## src/rtl/oka_pkg.sv

```systemverilog
// Shared types and widths for the sequential Karatsuba carry-less multiplier.
package oka_pkg;
  localparam int W  = 64;
  localparam int HW = W / 2;
  localparam int PW = 2 * HW - 1;
  localparam int YW = 2 * W - 1;

  typedef enum logic [2:0] {
    IDLE = 3'd0,
    MUL0 = 3'd1,
    MUL1 = 3'd2,
    MUL2 = 3'd3,
    OUT  = 3'd4
  } oka_state_t;
endpackage

```

## src/rtl/oka_mul_seq_ctrl_clmul_half.sv

```systemverilog
// Combinational half-width carry-less multiplier; the one core shared by all three Karatsuba products.
module clmul_half #(
  parameter int HW = 32
) (
  input  logic [HW-1:0]   a,
  input  logic [HW-1:0]   b,
  output logic [2*HW-2:0] p
);
  localparam int PW = 2 * HW - 1;

  logic [PW-1:0] a_ext;

  assign a_ext = {{(PW-HW){1'b0}}, a};

  always_comb begin
    p = '0;
    for (int i = 0; i < HW; i++) begin
      if (b[i]) p = p ^ (a_ext << i);
    end
  end
endmodule

```

## src/rtl/oka_mul_seq_ctrl.sv

```systemverilog
// Iterative 64x64 carry-less Karatsuba multiplier: one shared core, used in MUL0/MUL1/MUL2.
module oka_mul_seq_ctrl #(
  parameter int W = oka_pkg::W  // must be even and >= 4
) (
  input  logic           clk,
  input  logic           rst,
  input  logic           flush,
  input  logic           in_valid,
  output logic           in_ready,
  input  logic [W-1:0]   a,
  input  logic [W-1:0]   b,
  output logic           out_valid,
  input  logic           out_ready,
  output logic [2*W-2:0] y,
  output logic           busy
);
  import oka_pkg::*;

  localparam int HW = W / 2;
  localparam int PW = 2 * HW - 1;
  localparam int YW = 2 * W - 1;

  oka_state_t state_q, state_d;

  logic [W-1:0]  a_q, b_q;
  logic [PW-1:0] z0_q, z1_q;
  logic [YW-1:0] y_q;
  logic          out_valid_q;
  logic [HW-1:0] core_a, core_b;
  logic [PW-1:0] core_p;

  // y = z0 ^ ((z0^z1^z2) << HW) ^ (z2 << W), all terms zero-extended to YW
  function automatic logic [YW-1:0] recombine(input logic [PW-1:0] z0,
                                              input logic [PW-1:0] z1,
                                              input logic [PW-1:0] z2);
    logic [YW-1:0] e0, em, e2;
    e0 = {{(YW-PW){1'b0}}, z0};
    em = {{(YW-PW){1'b0}}, z0 ^ z1 ^ z2};
    e2 = {{(YW-PW){1'b0}}, z2};
    return e0 ^ (em << HW) ^ (e2 << W);
  endfunction

  clmul_half #(.HW(HW)) u_core (
    .a (core_a),
    .b (core_b),
    .p (core_p)
  );

  always_ff @(posedge clk or posedge rst) begin
    if (rst) begin
      state_q     <= IDLE;
      out_valid_q <= 1'b0;
    end else begin
      state_q     <= state_d;
      out_valid_q <= (state_d == OUT);
    end
  end

  // flush outranks every handshake
  always_comb begin
    state_d = state_q;
    if (flush) begin
      state_d = IDLE;
    end else begin
      case (state_q)
        IDLE:    if (in_valid) state_d = MUL0;
        MUL0:    state_d = MUL1;
        MUL1:    state_d = MUL2;
        MUL2:    state_d = OUT;
        OUT:     if (out_ready) state_d = in_valid ? MUL0 : IDLE;
        default: state_d = IDLE;
      endcase
    end
  end

  always_comb begin
    in_ready = 1'b0;
    busy     = (state_q != IDLE);
    core_a   = '0;
    core_b   = '0;
    case (state_q)
      IDLE: in_ready = !flush;
      OUT:  in_ready = !flush && out_ready;
      MUL0: begin
        core_a = a_q[HW-1:0];
        core_b = b_q[HW-1:0];
      end
      MUL1: begin
        core_a = a_q[HW-1:0] ^ a_q[W-1:HW];
        core_b = b_q[HW-1:0] ^ b_q[W-1:HW];
      end
      MUL2: begin
        core_a = a_q[W-1:HW];
        core_b = b_q[W-1:HW];
      end
      default: ;
    endcase
  end

  // operand capture, partial products and result register
  always_ff @(posedge clk or posedge rst) begin
    if (rst) begin
      a_q  <= '0;
      b_q  <= '0;
      z0_q <= '0;
      z1_q <= '0;
      y_q  <= '0;
    end else begin
      if (in_valid && in_ready) begin
        a_q <= a;
        b_q <= b;
      end
      if (!flush) begin
        case (state_q)
          MUL0:    z0_q <= core_p;
          MUL1:    z1_q <= core_p;
          MUL2:    y_q  <= recombine(z0_q, z1_q, core_p);
          default: ;
        endcase
      end
    end
  end

  assign out_valid = out_valid_q;
  assign y         = y_q;
endmodule

```

## config.mk

```make
export PLATFORM = sky130hd
export DESIGN_NAME = oka_mul_seq_ctrl
export DESIGN_NICKNAME = d
export VERILOG_FILES = /design/src/rtl/oka_pkg.sv /design/src/rtl/oka_mul_seq_ctrl_clmul_half.sv /design/src/rtl/oka_mul_seq_ctrl.sv
export SDC_FILE = /design/constraint.sdc
export NUM_CORES = 2
export LEC_CHECK = 0
export ABC_AREA = 1
export CAP_MARGIN = 20
export CORE_ASPECT_RATIO = 0.5
export CORE_MARGIN = 3
export CORE_UTILIZATION = 31
export DETAILED_ROUTE_END_ITERATION = 8
export PLACE_DENSITY_LB_ADDON = 0.05
export SLEW_MARGIN = 20
export SYNTH_ARGS = -nofsm -noshare
export SYNTH_HDL_FRONTEND = slang
export SYNTH_SLANG_ARGS = --single-unit
```

## constraint.sdc

```tcl
create_clock -name clk -period 17 [get_ports clk]
set_input_delay 1.7 -clock clk [delete_from_list [all_inputs] [get_ports clk]]
set_output_delay 1.7 -clock clk [all_outputs]
set_load 0.005 [all_outputs]
```

Yosys cells after proc, flatten, opt, wreduce, memory -nomap -nowiden
Index checks and enable logic that the tools add are counted.

word-level totals
  register bits = 385
  latch bits = 0
  bits in writable memories = 0
  bits in read-only memories = 0
  input port bits = 133
  output and inout port bits = 130
  word-level logic and storage cells = 98
  memories kept = 0

operators by class
  add/subtract/negate cells = 0
  $mul = 0
  divide/modulo/power cells = 0
  order comparisons = 0
  eq/ne operators = 5
  shifts and indexed selects = 0
  mux-type cells = 40
  bitwise gates (word level) = 38
  reduce and logical (&&, ||, !) cells = 8

operators by type and width
  cell                                 number
  2-to-1 mux 63 bit                    31
  one-hot mux 32 bit (3 select lines)  2
  bitwise XOR 63 bit                   3
  bitwise XOR 95 x 127 -> 127 bit      1
  bitwise XOR 63 x 95 -> 95 bit        1
  bitwise XOR 32 bit                   2
  bitwise XOR 63 x 33 -> 63 bit        1
  bitwise XOR 63 x 34 -> 63 bit        1
  bitwise XOR 63 x 35 -> 63 bit        1
  bitwise XOR 63 x 36 -> 63 bit        1
  bitwise XOR 63 x 37 -> 63 bit        1
  bitwise XOR 63 x 38 -> 63 bit        1
  bitwise XOR 63 x 39 -> 63 bit        1
  bitwise XOR 63 x 40 -> 63 bit        1
  bitwise XOR 63 x 41 -> 63 bit        1
  bitwise XOR 63 x 42 -> 63 bit        1
  bitwise XOR 63 x 43 -> 63 bit        1
  bitwise XOR 63 x 44 -> 63 bit        1
  bitwise XOR 63 x 45 -> 63 bit        1
  bitwise XOR 63 x 46 -> 63 bit        1
  bitwise XOR 63 x 47 -> 63 bit        1
  bitwise XOR 63 x 48 -> 63 bit        1
  bitwise XOR 63 x 49 -> 63 bit        1
  bitwise XOR 63 x 50 -> 63 bit        1
  26 further kinds                     33

Depth between registers and ports, before layout
  depth after elaboration = 68
  gate-level depth with buffers = 27
  mapped depth without buffers = 25

Hierarchy
Synthesis repeated with hierarchy kept, for this count alone.

second synthesis, totals
  cells, all modules = 5919
  area total of the unflattened synthesis = 36705.2 sq um

modules (own cells, without submodules)
  module            times used  cells each  area an instance (sq um)
  oka_mul_seq_ctrl  1           2871        20014.2
  clmul_half        1           3048        16691.0

Least setup slack after synthesis
Ideal clock, no wire load.

  kind = input-to-output
  from = input port flush
  to = output port in_ready
  arrival = 2.174 ns
  required time = 15.300 ns
  setup slack = 13.126 ns
  stages on the path = 2
  cells stage by stage = clkbuf_1 > nor4_1

between the ends
  longest elaborated chain between the ends = 3

RTL lines
  what                                    RTL line                source
  start: declaration                      oka_mul_seq_ctrl.sv:7   input logic flush,
  logical NOT 1 bit (*)                   --
  logical AND 1 bit                       oka_mul_seq_ctrl.sv:83  OUT: in_ready = !flush && out_ready;
  one-hot mux 1 bit (2 select lines) (*)  oka_mul_seq_ctrl.sv:81  case (state_q)
  end: declaration                        oka_mul_seq_ctrl.sv:9   output logic in_ready,

Mark *: on every way between the ends. The rest lies on a longest branch, timed or not.

Worst setup path after layout
Same ends and word-level chain as after synthesis.

==> metrics <==
status finished clean; post-synthesis simple-gate area fraction 0.310; clk root buf clkbuf_16; RSZ-0062 raised after global routing false; Pre-antenna DRT Iters 5; worst slew pin tran 1030 ps; fin nets 5,057; hold path endpoint y[4]$_DFFE_PP0P_; synthesized area 33,500 µm²; Power Total 6.92 mW; first-pass GRT wire length 197,000 µm; Num CTS Buffers 42; capturing point of the worst reg2reg path y[56]$_DFFE_PP0P_; Cells after Synth 4,826; Adder-Cell Fraction of Synth Area 0; Pins Over Slew Limit 0; Peak VDD IR 0.0783 mV; Skew-Pair Late Insertion Delay between 600 and 700 ps; Worst Setup End Kind output port; largest fanout on the critical path 6; full die area 112,000 µm²; area grow syn2layout 15.2%; power per cell area approximately 180 nW/µm²; largest family of logic cells by synthesized area simple AND/OR/NAND/NOR gates; CTS tree built; Via Count 31,200; Synth Warn # 0; Syn Nets 4,959; post-synth top area share 0.288; initial antenna violation count 4; Routed Antenna Nets 0; Avg Cell Area, Syn 6.93 µm²; largest net degree at the start of global routing 150; # port buffers 262; Core Box Area 106,000 µm²; CTS Hold Bufs 0; Tmin final 5340 ps; fin crit share 0.314; Seq cells post-synth 385; gr usage total 0.233; CP Launch Type primary input; Netlist cell types 39; layout filler cell count 11,100; synth top area cells dfrtp_1 (29%), nand2_1 (23%), xnor2_1 (13%); reg2reg start state_q[0]$_DFF_PP0_; I/O pin cnt between 200 and 300; clock sinks roughly 390; cell taking the most area after synthesis dfrtp_1; CTS H-tree lvls 2; Fin. Hold Viols 0; clk buf depth 3; WHS Path Cells 2; Resized Gates After CTS 0; row cnt 84; hold crit path type flop to flop; drt drc 0; LEAKAGE 16.3 nW; Overflow after GRT 0; Max Fclk 187 MHz; Final TNS setup 0 ps; R2R setup slack 12,000 ps; xor/xnor cell area share of the yosys netlist 0.240; GP Congestion 0.791; Avg WL per Cell 20.9 µm; Vias/cell around 5; reg2reg path depth 16; WL final approximately 130,000 µm; Synth Area in Compound Gates 0.0500; Worst EP arrival 3630 ps; Post-CTS Setup Inserts 0; initial core utilization 0.315; layout cells sized above 1 0.0672; Seq/Total Area, Yosys 0.288; critical path class primary input to output port; Req. time, crit path ~15,000 ps; Final setup viols 0; vias in the first global route 29,400; DRT iter0 DRCs 2,866; Post-DP HPWL 79,800 µm; die outline height between 200 and 250 µm; Clk pin slew, worst setup/hold paths 60 ps; Worst Skew approximately 14 ps; slew margin rel. 0.311; Die X-Extent 471 µm; Hold Crit Start y[4]$_DFFE_PP0P_; post-synthesis mux area share 0.0337; Max-cap violations 0
## cell usage in the layout (no fill, tap or decap), types with 3 or more instances in the layout
cell,instances
nand2_1,2093
xnor2_1,509
dfrtp_1,385
xor2_1,384
inv_1,277
clkdlybuf4s50_1,262
nand3_1,251
o21ai_0,120
mux2_2,100
nor2_1,98
a21oi_1,81
buf_4,78
nand3b_1,56
clkbuf_16,42
o21ai_4,31
a31oi_1,27
o21ai_1,20
or2_1,18
nand2b_1,13
clkinv_2,11
nand4_1,11
xnor2_2,11
or2_2,11
inv_2,8
clkbuf_1,8
o21ai_2,5
clkbuf_8,5
nor2_4,4
nand2_2,4
a21oi_2,3
bufinv_16,3
## state kept, by name, summed over array words and instances, names as in the netlist
name / flops
a_q: 64
b_q: 64
out_valid: 1
state_q: 3
y: 127
z0_q: 63
z1_q: 63
## critical path, cell delays in order
cell and delay, ps:
clkdlybuf4s50_1 610, nor4_2 680, clkdlybuf4s50_1 640
## per-layer routing
| metal | track usage | vias up | wire [µm] |
|---|---|---|---|
| li1 | - | 15000 | - |
| met3 | 0.0391 | 157 | 9450 |
| met1 | 0.361 | 15000 | 67900 |
| met4 | 0.0464 | 0 | 2350 |
| met5 | 0 | - | 0 |
| met2 | 0.337 | 1014 | 53500 |
## cells by family after synthesis
kind of cell	after synthesis
buffers and inverters	576
AND/OR/NAND/NOR	2568
flip-flops	385
multiplexers	100
AO/OA/AOI/OAI	292
XOR/XNOR	905
## cell usage after synthesis, drive strengths merged
library cell,instances
o22ai,1
xor2,384
o21ai,176
o21a,1
nand3,255
buf,203
a31oi,27
nand3b,56
nor2,104
mux2,100
o211ai,2
clkbuf,85
dfrtp,385
nor4,1
xnor2,520
xnor3,1
inv,288
a21oi,84
a21o,1
nand2b,13
or2,30
nand2,2098
nand4,11
## how the worst max path moves through the flow
stage / cells after the start / end / slack (ps) / from
floorplan: 1 / a_q[0]$_DFFE_PP0P_ / 4600 / rst
global placement: 3 / in_ready / 11300 / flush
detailed placement: 3 / in_ready / 11330 / flush
CTS: 3 / in_ready / 11310 / flush
global route: 23 / y[66]$_DFFE_PP0P_ / 11480 / state_q[0]$_DFF_PP0_
finish: 3 / in_ready / 11670 / flush
## through the flow
step                       util  setup WS (ps)  cell area (µm²)  cells  hold WS, ps
after global placement    0.351          11300            37200   6299          458
after CTS                 0.363          11310            38500   6371          476
final                     0.363          11670            38500   6373          471
after global routing      0.363          11480            38500   6372          508
after floorplan               -           4600            33500   4826          465
after detailed placement  0.351          11330            37200   6299          460
## cell type report
type | count | area [µm²] | area share
well taps | 1419 | 1780 | 0.0461
multi-input cells | 3865 | 21400 | 0.556
clock buffers | 55 | 1150 | 0.0298
inverters | 288 | 1090 | 0.0283
repair buffers | 342 | 3250 | 0.0843
diodes | 2 | 5.00 | 0.000130
flip-flops and latches | 385 | 9630 | 0.250
clock inverters | 17 | 194 | 0.00503
## where the power goes
group	switching (mW)	internal, mW
logic	2.89	1.51
clock network	0.412	0.524
registers	0.290	1.29
Power figures use the tool's default switching activity.
